**src/rtl/dmem_wait_if.sv**
```systemverilog
// Data-memory port bundle between the core data port and dmem_wait.
// Core side drives the request; memory side returns data, completion and stall.
interface dmem_wait_if #(
    parameter int DATA_W = 32,
    parameter int ADDR_W = 32
);
    logic                  req;
    logic                  we;
    logic [DATA_W/8-1:0]   be;
    logic [ADDR_W-1:0]     addr;
    logic [DATA_W-1:0]     wdata;
    logic [DATA_W-1:0]     rdata;
    logic                  ready;
    logic                  err;
    logic                  stall;

    modport master (
        output req, we, be, addr, wdata,
        input  rdata, ready, err, stall
    );

    modport slave (
        input  req, we, be, addr, wdata,
        output rdata, ready, err, stall
    );
endinterface

```
**src/rtl/dmem_wait.sv**
```systemverilog
// Data memory with programmable wait states, byte-lane stores and a
// req/ready handshake; flags misaligned or out-of-range accesses.
module dmem_wait #(
    parameter int DATA_W = 32,
    parameter int ADDR_W = 32,
    parameter int DEPTH  = 64,
    parameter int WAIT   = 2
) (
    input  logic      clk,
    input  logic      rst_n,
    dmem_wait_if.slave bus
);
    localparam int NB    = DATA_W / 8;
    localparam int IDX_W = (DEPTH > 1) ? $clog2(DEPTH) : 1;
    localparam logic [3:0] WAIT_C = 4'(WAIT);

    typedef enum logic [1:0] {
        S_IDLE,
        S_BUSY,
        S_DONE
    } state_t;

    state_t              r_state;
    logic [3:0]          r_cnt;
    logic                r_we;
    logic [NB-1:0]       r_be;
    logic [ADDR_W-1:0]   r_addr;
    logic [DATA_W-1:0]   r_wdata;
    logic [DATA_W-1:0]   r_rdata;
    logic                r_ready;
    logic                r_err;
    logic [DATA_W-1:0]   r_mem [DEPTH];

    logic [IDX_W-1:0]    w_idx;
    logic                w_err;
    logic                w_commit;

    assign w_idx    = r_addr[IDX_W+1:2];
    assign w_err    = (r_addr[1:0] != 2'b00)
                   || ((r_addr >> (IDX_W + 2)) != '0);
    assign w_commit = (r_state == S_BUSY) && (r_cnt == 4'd0);

    always_ff @(posedge clk or negedge rst_n) begin
        if (!rst_n) begin
            r_state <= S_IDLE;
            r_cnt   <= 4'd0;
            r_we    <= 1'b0;
            r_be    <= '0;
            r_addr  <= '0;
            r_wdata <= '0;
            r_rdata <= '0;
            r_ready <= 1'b0;
            r_err   <= 1'b0;
        end else begin
            unique case (r_state)
                S_IDLE: begin
                    if (bus.req) begin
                        r_we    <= bus.we;
                        r_be    <= bus.be;
                        r_addr  <= bus.addr;
                        r_wdata <= bus.wdata;
                        r_cnt   <= WAIT_C;
                        r_state <= S_BUSY;
                    end
                end
                S_BUSY: begin
                    if (r_cnt != 4'd0) begin
                        r_cnt <= r_cnt - 4'd1;
                    end else begin
                        r_state <= S_DONE;
                        r_ready <= 1'b1;
                        r_err   <= w_err;
                        if (!r_we && !w_err)
                            r_rdata <= r_mem[w_idx];
                    end
                end
                S_DONE: begin
                    // a req still high here belongs to the finished access
                    r_state <= S_IDLE;
                    r_ready <= 1'b0;
                    r_err   <= 1'b0;
                end
                default: r_state <= S_IDLE;
            endcase
        end
    end

    // Array is deliberately left out of reset
    always_ff @(posedge clk) begin
        if (w_commit && r_we && !w_err) begin
            for (int i = 0; i < NB; i++) begin
                if (r_be[i])
                    r_mem[w_idx][8*i +: 8] <= r_wdata[8*i +: 8];
            end
        end
    end

    assign bus.rdata = r_rdata;
    assign bus.ready = r_ready;
    assign bus.err   = r_err;
    assign bus.stall = bus.req & ~r_ready;
endmodule

```
**src/flat_wrapper.sv**
```systemverilog
// flat-port wrapper written by rule: the top's interface ports become plain ports
module dmem_wait_flat 
#(
    parameter int DATA_W = 32,
    parameter int ADDR_W = 32,
    parameter int DEPTH  = 64,
    parameter int WAIT   = 2
)
  (clk, rst_n, bus_req, bus_we, bus_be, bus_addr, bus_wdata, bus_rdata, bus_ready, bus_err, bus_stall);
  dmem_wait_if #(.DATA_W(DATA_W), .ADDR_W(ADDR_W)) bus_i ();
  input  logic clk;
  input  logic rst_n;
  input wire logic [$bits(bus_i.req)-1:0] bus_req;
  input wire logic [$bits(bus_i.we)-1:0] bus_we;
  input wire logic [$bits(bus_i.be)-1:0] bus_be;
  input wire logic [$bits(bus_i.addr)-1:0] bus_addr;
  input wire logic [$bits(bus_i.wdata)-1:0] bus_wdata;
  output wire logic [$bits(bus_i.rdata)-1:0] bus_rdata;
  output wire logic [$bits(bus_i.ready)-1:0] bus_ready;
  output wire logic [$bits(bus_i.err)-1:0] bus_err;
  output wire logic [$bits(bus_i.stall)-1:0] bus_stall;
  assign bus_i.req = bus_req;
  assign bus_i.we = bus_we;
  assign bus_i.be = bus_be;
  assign bus_i.addr = bus_addr;
  assign bus_i.wdata = bus_wdata;
  assign bus_rdata = bus_i.rdata;
  assign bus_ready = bus_i.ready;
  assign bus_err = bus_i.err;
  assign bus_stall = bus_i.stall;
  dmem_wait #(.DATA_W(DATA_W), .ADDR_W(ADDR_W), .DEPTH(DEPTH), .WAIT(WAIT)) u_core (.clk(clk), .rst_n(rst_n), .bus(bus_i));
endmodule
```
**config.mk**
```make
export PLATFORM = sky130hd
export DESIGN_NAME = dmem_wait_flat
export DESIGN_NICKNAME = d
export VERILOG_FILES = /design/src/rtl/dmem_wait_if.sv /design/src/rtl/dmem_wait.sv /design/src/flat_wrapper.sv
export SDC_FILE = /design/constraint.sdc
export NUM_CORES = 2
export LEC_CHECK = 0
export BUFFER_PORTS_ARGS = -buffer_cell sky130_fd_sc_hd__clkbuf_2
export CAP_MARGIN = 10
export CORE_ASPECT_RATIO = 0.6
export CORE_UTILIZATION = 45
export DETAILED_ROUTE_END_ITERATION = 7
export HOLD_SLACK_MARGIN = 0.08
export PLACE_DENSITY = 0.56
export SETUP_SLACK_MARGIN = 0.2
export SYNTH_ARGS = -nofsm -noshare
export SYNTH_HDL_FRONTEND = slang
export SYNTH_SLANG_ARGS = --single-unit
```
**constraint.sdc**
```tcl
create_clock -name clk -period 4.4 [get_ports clk]
set_clock_uncertainty 0.1 [all_clocks]
set_input_delay 0.88 -clock clk [delete_from_list [all_inputs] [get_ports clk]]
set_output_delay 0.88 -clock clk [all_outputs]
set_load 0.05 [all_outputs]
```
==> metrics.md <==
| Metric | Value |
|---|---|
| Flop pwr share | between 40% and 50% |
| Final hold vios | 0 |
| Max Root-Sink Buffers | 4 |
| Slew margin rel. | between 4 and 5% |
| Sw Share | a little over a third |
| Max-slew violation count | 0 |
| Drt first pass iters | 8 |
| CTS sink cnt | around 2.2k |
| Yosys warning count | 0 |
| Post-Syn Area | 83800 um^2 |
| ANT nets after route | 0 |
| Count leader, synth | edfxtp_1 |
| Net switching power | 23.0 mW |
| CP Class | reg -> reg |
| Via Count | around 50k |
| Post-Synth Adder-Cell Area | less than 1% |
| Largest family of logic cells by synthesized area | multiplexers |
| Ys flop type | edfxtp_1 |
| Post-synth top cells | 2048 x edfxtp_1, 367 x nor2_1, 275 x mux2i_1, 216 x a221oi_1, 186 x mux4_2 |
| CP arrival | approximately 4.6 ns |
| Internal | about 42 mW |
| Post-CTS setup buffer count | 0 |
| Vias in the first global route | roughly 47k |
| Vias per inst | around 6.4 |
| Setup TNS | 0 ns |
| CTS tree | built |
| Filler Cell Count | ~15k |
| Routability Congestion | about 0.9 |
| CTS H-tree lvls | 4 |
| Synth Register Bits | around 2.2k |
| Min cycle time layout | 4.04 ns |
| Static Leak | approximately 31 nW |
| Root Buffer | clkbuf_16 |
| Largest net degree at the start of global routing | 84 |
| I/O pins | approximately 110 |
| Max Freq | approximately 250 MHz |
| First-pass GRT wire length | ~390 mm |
| Share of the synthesized area in the top cell type | about three quarters |
| Final net count | between 5k and 6k |
| Row count | roughly 120 |
| Total of max-cap violations | 0 |
| DP HPWL | between 150 and 200 mm |
| WL/cell | approximately 37 um |
| Final Non-Filler Cells | around 7.7k |
| Syn_nets | ~4.7k |
| Syn Area/Cell | 18.2 um^2 |
| Storage cell area | 64300 um^2 |
| TritonCTS buffer count | 200 |
| IO Port Bufs | about 110 |
| Worst EP required | 4.98 ns |
| CORE AREA | roughly 180000 um^2 |
| Mux share of post-synthesis cell area | a little over a tenth |
| Die area | approximately 190000 um^2 |
| Final worst path period share | about nine tenths |
| WHS | roughly 0.15 ns |
| Layout area overhead | 14.9% |
| Placed insts | roughly 7.4k |
| Worst Tran Pin Value | between 1 and 1.5 ns |
| CTS resizes | 0 |
| Starting density of the core | between 40 and 50% |
| Setup violations, final | 0 |
| HP Class | in -> reg |
| Post-synth EDFFs | ~2.0k |
| Post-Synthesis Cells | 4603 |
| Violated checks | design-rule violations |
| P per Cell Area | 672 nW/um^2 |
| Worst IR drop on VDD | 0.695 mV |
| Crit-path max FO | 35 |
| Multi-input logic area | 18000 um^2 |
| Clock group share of total power | about a quarter |
| Synth area leader | edfxtp_1 |
| Distinct cells, synth | 79 |
| Post-synthesis sequential area ratio | roughly three quarters |
| Share of cells above drive strength 1 | 24.7% |
| Finished Core Util | a little over half |
| Clk_lat worst skew | about 0.86 ns |
| Setup ws final | ~0.36 ns |
| DRT iter0 DRCs | 8292 |
| # DRC | 4 |
| Compound-Gate Fraction of Synth Area | under 10% |
| Run status | complete, but fails checks |
| Synth Area in Simple Gates | under 10% |
| Overall routing resource usage | 29.8% |
| Total wire length | approximately 280 mm |
| CP Launch Type | flop |
| Grt total ovfl | 0 |
| Gate power share | about a third |
| Chip height | 336 um |
| Initial antenna violation count | 8 |
| CP endpoint kind | flop |
| Post-Place Worst Slack | 0.515 ns |
| Die X | around 560 um |
| Synth Area in XOR/XNOR | 0.0209% |
| CTS clk-pin slew, worst paths | ~0.07 ns |
| Top cells by area, synth | edfxtp_1 73%, mux4_2 5.0%, mux2i_1 3.3%, dfrtp_1 3.3%, a221oi_1 2.3% |
| Unrepaired setup endpoints after global routing | false |
| Post-synth ARST share | between 5 and 6% |
==> logic make-up after synthesis <==
| logic type | after synthesis |
|---|---|
| compound gates | 817 |
| xor+xnor | 2 |
| fa+ha+maj | 2 |
| buf+inv | 326 |
| flops | 2157 |
| mux | 621 |
| simple gates | 678 |
==> power by group through the flow <==
stage / sequential, mW / clock (mW) / combinational, mW
after detailed placement: 27.5 / 0 / 19.9
after floorplan: 27.8 / 0 / 10.2
after global placement: 27.5 / 0 / 19.8
after CTS: 27.1 / 17.3 / 20.0
final: 27.1 / 17.1 / 20.4
after global routing: 27.2 / 18.0 / 21.0
==> per-layer routing <==
metal,wire (um),GRT usage (%),vias up
met5,295,1.05,-
met4,8360,8.43,8
met3,38700,9.97,440
met2,117000,41.1,3342
met1,120000,44.7,26200
li1,-,-,19700
==> layout by cell type (no fill, tap or decap), types with 17 or more instances in the layout <==
cell type / instances
mux2_2: 157
a31oi_1: 26
clkbuf_2: 105
a221o_1: 20
o22a_1: 20
nor2_1: 363
a221oi_1: 216
nor3_1: 18
dfrtp_2: 32
clkinv_1: 39
a22o_1: 27
clkbuf_16: 202
a21oi_1: 91
mux4_2: 186
dfrtp_1: 74
nand3_1: 31
o21ai_0: 86
clkbuf_1: 50
o22ai_1: 98
edfxtp_1: 2048
o221ai_1: 17
mux2i_1: 275
buf_4: 452
a22oi_1: 123
clkinv_2: 32
buf_12: 33
nand2_1: 148
==> layout make-up <==
class                           count  share of cell area (%)
Inverter                            6                  0.0299
Tap cell                         2480                    3.22
Timing Repair Buffer              592                    4.78
Sequential cell                  2157                    66.8
Antenna cell                        6                  0.0156
Multi-Input combinational cell   2120                    18.7
Clock buffer                      261                    5.57
Clock inverter                     96                   0.907
==> sequential cells by signal, indices dropped and copies added, names as in the netlist <==
name	cells
u_core.r_mem	2048
u_core.bus.rdata	32
u_core.r_addr	32
u_core.r_wdata	32
u_core.r_be	4
u_core.r_cnt	4
u_core.r_state	2
u_core.bus.err	1
u_core.bus.ready	1
u_core.r_we	1
==> worst max-delay path, stage by stage, from the launching register on <==
cell     delay, ns
dfrtp_4       0.93
nor2b_4       0.95
buf_12        0.32
a22oi_1       0.14
and3_1        0.28
a211o_1       0.31
nor4_1        0.60
o21ai_0       0.15
==> worst paths after layout <==
path                       slack, ns                from  depth (start not counted)                    to
setup reg to reg                0.36    u_core.r_addr[2]                          7  u_core.bus.rdata[28]
max in group asynchronous       2.67               rst_n                          3    u_core.r_wdata[20]
hold reg to reg                 0.38  u_core.r_wdata[30]                          0   u_core.r_mem[4][30]
min in group asynchronous       0.59               rst_n                          2  u_core.bus.rdata[27]
setup / recovery                0.36    u_core.r_addr[2]                          7  u_core.bus.rdata[28]
hold / removal                  0.15       bus_wdata[16]                          2    u_core.r_wdata[16]
==> repair_timing <==
item,4_1_cts,5_1_grt
hold buffers,1,0
setup endpoints to repair,0,0
endpoints found under the hold margin,60,0
==> through the flow <==
step,power [mW],cell area [um^2]
detailed placement,47.5,90000
CTS,64.3,96300
global placement,47.3,90000
global route,66.2,96300
finish,64.7,96300
floorplan,38.0,83800
Note: power is estimated with default switching activity, not from simulation.
